[config.mk]
export PLATFORM = sky130hd
export DESIGN_NAME = conv_pingpong_sched
export DESIGN_NICKNAME = d
export VERILOG_FILES = /design/src/rtl/conv_pkg.sv /design/src/rtl/conv_sweep_counter.sv /design/src/rtl/conv_pingpong_sched.sv
export SDC_FILE = /design/constraint.sdc
export NUM_CORES = 1
export LEC_CHECK = 0
export BUFFER_PORTS_ARGS = -buffer_cell sky130_fd_sc_hd__buf_2
export CAP_MARGIN = 20
export CORE_MARGIN = 3
export CORE_UTILIZATION = 47
export DETAILED_ROUTE_END_ITERATION = 12
export GPL_TIMING_DRIVEN = 0
export PLACE_DENSITY = 0.77
export SLEW_MARGIN = 10
export SYNTH_ARGS = -nofsm -noshare
export SYNTH_HDL_FRONTEND = slang
export SYNTH_HIERARCHICAL = 1
export SYNTH_SLANG_ARGS = --single-unit
[constraint.sdc]
create_clock -name clk -period 1.8 [get_ports clk]
set_clock_uncertainty 0.05 [all_clocks]
set_input_delay 0 -clock clk [delete_from_list [all_inputs] [get_ports clk]]
set_output_delay 0 -clock clk [all_outputs]
set_load 0.01 [all_outputs]
[src/rtl/conv_pkg.sv]
// Shared types and constants for the ping/pong line-memory scheduler.
package conv_pkg;

    // Default geometry of the line memory feeding the 3x3 conv engine
    localparam int DEF_IMAGE_SIZE  = 16;
    localparam int DEF_KERNEL_SIZE = 3;
    localparam int DEF_ADDR_SIZE   = 4;
    localparam int DEF_MAX_ADDRESS = 15;

    // Window positions along one row and rows held by one buffer
    localparam int WIN_PER_ROW   = DEF_IMAGE_SIZE - DEF_KERNEL_SIZE + 1;
    localparam int ROWS_PER_BUF  = DEF_MAX_ADDRESS + 1;
    localparam int READS_PER_BUF = WIN_PER_ROW * ROWS_PER_BUF;
    localparam int WINS_PER_BUF  = WIN_PER_ROW * (ROWS_PER_BUF - DEF_KERNEL_SIZE + 1);

    // Life cycle of one half of the line memory
    typedef enum logic [1:0] {
        EMPTY   = 2'd0,
        FILLING = 2'd1,
        FULL    = 2'd2,
        READING = 2'd3
    } buf_state_t;

    // A buffer may take loader rows only while it has not been handed to the reader
    function automatic logic is_writable(input buf_state_t s);
        return (s == EMPTY) || (s == FILLING);
    endfunction

endpackage

[src/rtl/conv_sweep_counter.sv]
// Row/column sweep counter: rows run fastest, column steps on each row wrap.
module conv_sweep_counter #(
    parameter int ROW_W    = 4,
    parameter int COL_W    = 4,
    parameter int ROW_LAST = 15,
    parameter int COL_LAST = 13
) (
    input  logic             clk,
    input  logic             rst,
    input  logic             clr,
    input  logic             en,
    output logic [ROW_W-1:0] row,
    output logic [COL_W-1:0] col,
    output logic             last
);

    localparam logic [ROW_W-1:0] ROW_END = ROW_W'(ROW_LAST);
    localparam logic [COL_W-1:0] COL_END = COL_W'(COL_LAST);

    logic [ROW_W-1:0] row_r;
    logic [COL_W-1:0] col_r;
    logic             row_end_s;
    logic             col_end_s;

    assign row_end_s = (row_r == ROW_END);
    assign col_end_s = (col_r == COL_END);

    // Nested counter state; clear wins over enable, both wrap together after the last position
    always_ff @(posedge clk) begin
        if (rst) begin
            row_r <= {ROW_W{1'b0}};
            col_r <= {COL_W{1'b0}};
        end else if (clr) begin
            row_r <= {ROW_W{1'b0}};
            col_r <= {COL_W{1'b0}};
        end else if (en) begin
            if (row_end_s) begin
                row_r <= {ROW_W{1'b0}};
                col_r <= col_end_s ? {COL_W{1'b0}} : (col_r + COL_W'(1'b1));
            end else begin
                row_r <= row_r + ROW_W'(1'b1);
            end
        end
    end

    assign row  = row_r;
    assign col  = col_r;
    assign last = row_end_s && col_end_s;

endmodule

[src/rtl/conv_pingpong_sched.sv]
// Ping/pong line-memory scheduler: fills one buffer from the loader while the
// other is swept row by row for each column-window base of the conv engine.
module conv_pingpong_sched
    import conv_pkg::*;
#(
    parameter int IMAGE_SIZE  = DEF_IMAGE_SIZE,
    parameter int KERNEL_SIZE = DEF_KERNEL_SIZE,
    parameter int ADDR_SIZE   = DEF_ADDR_SIZE,
    parameter int MAX_ADDRESS = DEF_MAX_ADDRESS,
    parameter int COL_W       = $clog2(IMAGE_SIZE)
) (
    input  logic                 clk,
    input  logic                 rst,
    input  logic                 load_valid,
    output logic                 load_ready,
    input  logic                 out_ready,
    output logic                 ping_wr_en,
    output logic                 pong_wr_en,
    output logic [ADDR_SIZE-1:0] wr_addr,
    output logic [ADDR_SIZE-1:0] rd_addr_1,
    output logic [ADDR_SIZE-1:0] rd_addr_2,
    output logic                 rd_sel,
    output logic [COL_W-1:0]     col_base,
    output logic                 win_valid,
    output logic                 frame_done,
    output logic                 busy
);

    localparam int                   COL_LAST    = IMAGE_SIZE - KERNEL_SIZE;
    localparam logic [ADDR_SIZE-1:0] ADDR_LAST   = ADDR_SIZE'(MAX_ADDRESS);
    localparam logic [ADDR_SIZE-1:0] WIN_ROW_MIN = ADDR_SIZE'(KERNEL_SIZE - 1);

    buf_state_t           buf_state_r [2];
    buf_state_t           buf_state_s [2];
    logic                 wr_buf_r;
    logic                 wr_buf_s;
    logic                 rd_buf_r;
    logic                 rd_buf_s;
    logic [ADDR_SIZE-1:0] wr_addr_r;
    logic [ADDR_SIZE-1:0] wr_addr_s;

    logic                 load_ready_s;
    logic                 wr_fire_s;
    logic                 rd_en_s;
    logic                 sweep_clr_s;
    logic                 sweep_last_s;
    logic                 frame_done_s;
    logic [ADDR_SIZE-1:0] row_s;
    logic [COL_W-1:0]     col_s;

    logic                 win_valid_r;
    logic                 rd_sel_r;
    logic                 frame_done_r;
    logic [COL_W-1:0]     col_base_r;

    assign load_ready_s = is_writable(buf_state_r[wr_buf_r]);
    assign wr_fire_s    = load_valid && load_ready_s;
    assign rd_en_s      = (buf_state_r[rd_buf_r] == READING) && out_ready;

    conv_sweep_counter #(
        .ROW_W    (ADDR_SIZE),
        .COL_W    (COL_W),
        .ROW_LAST (MAX_ADDRESS),
        .COL_LAST (COL_LAST)
    ) u_sweep (
        .clk  (clk),
        .rst  (rst),
        .clr  (sweep_clr_s),
        .en   (rd_en_s),
        .row  (row_s),
        .col  (col_s),
        .last (sweep_last_s)
    );

    // Buffer states, buffer selectors and the row write counter
    always_ff @(posedge clk) begin
        if (rst) begin
            buf_state_r[0] <= EMPTY;
            buf_state_r[1] <= EMPTY;
            wr_buf_r       <= 1'b0;
            rd_buf_r       <= 1'b0;
            wr_addr_r      <= {ADDR_SIZE{1'b0}};
        end else begin
            buf_state_r[0] <= buf_state_s[0];
            buf_state_r[1] <= buf_state_s[1];
            wr_buf_r       <= wr_buf_s;
            rd_buf_r       <= rd_buf_s;
            wr_addr_r      <= wr_addr_s;
        end
    end

    // Next-state logic; writer and reader never own the same buffer in a given state
    always_comb begin
        buf_state_s[0] = buf_state_r[0];
        buf_state_s[1] = buf_state_r[1];
        wr_buf_s       = wr_buf_r;
        rd_buf_s       = rd_buf_r;
        wr_addr_s      = wr_addr_r;
        sweep_clr_s    = 1'b0;
        frame_done_s   = 1'b0;

        if (wr_fire_s) begin
            if (wr_addr_r == ADDR_LAST) begin
                buf_state_s[wr_buf_r] = FULL;
                wr_addr_s             = {ADDR_SIZE{1'b0}};
                wr_buf_s              = ~wr_buf_r;
            end else begin
                buf_state_s[wr_buf_r] = FILLING;
                wr_addr_s             = wr_addr_r + ADDR_SIZE'(1'b1);
            end
        end else begin
            wr_addr_s = wr_addr_r;
        end

        case (buf_state_r[rd_buf_r])
            FULL: begin
                buf_state_s[rd_buf_r] = READING;
                sweep_clr_s           = 1'b1;
            end
            READING: begin
                if (rd_en_s && sweep_last_s) begin
                    buf_state_s[rd_buf_r] = EMPTY;
                    rd_buf_s              = ~rd_buf_r;
                    frame_done_s          = 1'b1;
                end else begin
                    buf_state_s[rd_buf_r] = READING;
                end
            end
            default: begin
                sweep_clr_s = 1'b0;
            end
        endcase
    end

    // Read-data-aligned outputs: one cycle behind the address that produced them
    always_ff @(posedge clk) begin
        if (rst) begin
            win_valid_r  <= 1'b0;
            col_base_r   <= {COL_W{1'b0}};
            rd_sel_r     <= 1'b0;
            frame_done_r <= 1'b0;
        end else begin
            win_valid_r  <= rd_en_s && (row_s >= WIN_ROW_MIN);
            col_base_r   <= col_s;
            rd_sel_r     <= rd_buf_r;
            frame_done_r <= frame_done_s;
        end
    end

    assign load_ready = load_ready_s;
    assign ping_wr_en = wr_fire_s && !wr_buf_r;
    assign pong_wr_en = wr_fire_s && wr_buf_r;
    assign wr_addr    = wr_addr_r;
    assign rd_addr_1  = rd_buf_r ? {ADDR_SIZE{1'b0}} : row_s;
    assign rd_addr_2  = rd_buf_r ? row_s : {ADDR_SIZE{1'b0}};
    assign rd_sel     = rd_sel_r;
    assign col_base   = col_base_r;
    assign win_valid  = win_valid_r;
    assign frame_done = frame_done_r;
    assign busy       = (buf_state_r[0] != EMPTY) || (buf_state_r[1] != EMPTY);

endmodule

==> impl_metrics.yaml <==
layout:
  diodes: 0
  fin_cells: 199
  drive_gt1_frac: 0.263
  nNetsFinal: 178
  area.growth.synth_to_final_pct: 21.8
place:
  routabilityCongestion: 0.810
  placed_cells: 191
  hpwlAfterDp_mm: 1.80
  io_buffer_count: 26
  dp_slack_ps: -303
sta:
  period_minus_slack_ps: 1690
  layout_setup_ws_ps: 110
  period_share: 0.939
  hold_violations: 0
  slew_headroom: 0.705
  worstMarginPinSlew_ps: 442
  finalSetupViolCount: 0
  drv_slew: 0
  fmax_ghz: 0.592
  tns_ps: 0
detailed_routing:
  drc_errors: 0
  first_pass_iters: 5
  ant_nets: 0
  vias: 1111
  drt_iter0_markers: 20
  routed_wl_mm: 2.60
  vias_per_cell: 5.58
  wl_per_cell_um: 13.1
worst_setup_path:
  cp-end-kind: "flop"
  rrSetupSlack_ps: 110
  ff2ff_path_depth: 5
  slowest_stage: "dfxtp_1"
  critPathMaxFanout: 7
  reg2reg_from: "buf_state_r[0][1]$_SDFF_PP0_"
  worstPathRequired_ps: 2010
  crit_family: "simple AND/OR/NAND/NOR gates"
  cpPeakStageDelay_ps: 490
  path_cells: "nand3b_1 > a21boi_4 > and4_1 > nand4b_1 > a21oi_1"
  path_buf_inv: 0
  cp.arrival_ps: 1900
  crit_type: "reg2reg"
  worst_setup_path_start_kind: "flop"
  r2r-end: "u_sweep/col[1]$_SDFFE_PP0P_"
global_route:
  grt_pass1_wl_mm: 4.39
  grt_max_degree: 15
  antenna_found_initial: 0
  grt_usage: 0.165
  grt_pass1_vias: 1050
  gr-total-overflow: 0
synth:
  synth.avg_cell_area_um2: 8.93
  synthDistinctLibCells: 39
  yosys_warnings: 6
  synth_top_flop_cell: "dfxtp_1"
  ys_top_cells_by_area: "dfxtp_1 (44%), nor2b_1 (5.6%), a21oi_1 (5.3%), nor2_1 (3.4%), mux2i_1 (3.3%)"
  synth_common_cells: "dfxtp_1 (27), a21oi_1 (13), nor2_1 (11), nor2b_1 (11)"
  synth_edf_count: 0
  synthesis.area_um2: 1220
  synth_most_common_cell: "dfxtp_1"
  synth_cells: 137
  synth_largest_area_cell: "dfxtp_1"
  ys_seq_area_frac: 0.442
  synthArstFlopShare: 0
  synth-seq-cells: 27
  yosys.area.top_type_share: 0.442
  synth_fp_nets: 143
die:
  dieWidth_um: 57.0
  io_pins: 27
  die_h_um: 57.0
  rows: 17
  die_area_um2: 3250
  start_util: 0.523
  core_area_um2: 2340
run_status:
  status: "complete, no violations"
clock_network:
  path_clk_slew_ps: 140
  cts_buffer_depth: 2
  clock_sinks: 27
  cts_tree: "yes"
  cts_buffers: 3
  cts_root_buf: "clkbuf_4"
  clk_latency_ps: 320
  htree_levels: 1
min_path:
  hold-path-endpoint: "frame_done$_SDFF_PP0_"
  hold_path_depth: 4
  min-delay-path-class: "in2reg"
  hp-start: "out_ready"
power:
  peakVddDrop_mv: 0.405
  power_density_nw_per_um2: 613
  p_leak_nw: 0.586
flow_run:
  cap_violations: 0
[flip-flops by register name (all words and copies together), names as in the netlist, named ones only]
register and cells:
frame_done 1, wr_addr 4, col_base 4, buf_state_r 4
win_valid 1, u_sweep/col 4, wr_buf_r 1, rd_buf_r 1
rd_sel 1, u_sweep/row 4
[per-layer routing]
metal	wire length, um	global-route usage
met1	1200	0.202
met2	1230	0.285
met3	139	0.0294
met4	27	0.0662
met5	0	0
[report_power, final]
part	total, W	switching (W)	internal, W
logic	0.0000502	0.0000271	0.0000231
registers	0.000606	0.00000648	0.000600
clock network	0.000257	0.000170	0.0000868
[logic make-up after synthesis]
group / synth area share
flip-flops: 0.442
XOR/XNOR: 0.0215
AND/OR/NAND/NOR: 0.283
buffers and inverters: 0.0337
AO/OA/AOI/OAI: 0.148
adder cells (fa/ha/maj): 0.0204
multiplexers: 0.0511
[stage by stage]
stage | hold WS [ps] | instance area (um^2) | power (W) | utilization
after global placement | 259 | 1390 | 0.000666 | 0.594
after floorplan | 107 | 1220 | 0.000650 | -
after detailed placement | 260 | 1390 | 0.000668 | 0.594
after CTS | 6.65 | 1440 | 0.000924 | 0.617
final | 66.8 | 1490 | 0.000913 | 0.637
after global routing | 61.0 | 1490 | 0.000950 | 0.637
[cell usage in the layout, fill, tap and decap left out, drive strengths merged, types with 3 or more instances in the layout]
| master | synthesis | routed |
|---|---|---|
| buf | 2 | 30 |
| dfxtp | 27 | 27 |
| a21oi | 13 | 13 |
| nor2b | 11 | 11 |
| nor2 | 11 | 11 |
| nand2 | 10 | 10 |
| nand3 | 8 | 8 |
| clkbuf | 3 | 7 |
| and2 | 5 | 5 |
| o21ai | 5 | 5 |
| mux2i | 5 | 5 |
| or3 | 3 | 3 |
| a31oi | 3 | 3 |
[what timing repair did]
action / in CTS / in global routing
endpoints found under the setup margin: 12 / 12
resized for setup: 4 / 8
pin swaps: 0 / 2
endpoints found under the hold margin: 11 / 0
hold buffers: 2 / 0
buffers inserted: 0 / 2
gates cloned: 0 / 0
[worst reg2reg max path, cell delays in order, from the launching register on]
cell      delay (ps)
dfxtp_1          490
nand3b_1         250
a21boi_4         280
and4_1           300
nand4b_1         130
a21oi_1          140
[worst max path at each step]
stage	start	endpoint	slack [ps]	depth (start not counted)
floorplan	flop	u_sweep/col[1]$_SDFFE_PP0P_	70	5
global placement	buf_state_r[0][1]$_SDFF_PP0_	u_sweep/col[1]$_SDFFE_PP0P_	-260	5
detailed placement	buf_state_r[0][1]$_SDFF_PP0_	u_sweep/col[1]$_SDFFE_PP0P_	-300	5
CTS	u_sweep/row[0]$_SDFFE_PP0P_	buf_state_r[0][1]$_SDFF_PP0_	3	7
global route	buf_state_r[0][1]$_SDFF_PP0_	u_sweep/col[1]$_SDFFE_PP0P_	-0.5	5
finish	buf_state_r[0][1]$_SDFF_PP0_	u_sweep/col[1]$_SDFFE_PP0P_	110	5
[cell type report]
cell class / count / area (um^2)
Tap cell: 28 / 35.0
Clock buffer: 4 / 26.3
Multi-Input combinational cell: 103 / 673
Fill cell: 210 / 850
Buffer: 5 / 33.8
Sequential cell: 27 / 549
Timing Repair Buffer: 30 / 165
Inverter: 2 / 7.51
(Power assumes the default switching activity.)
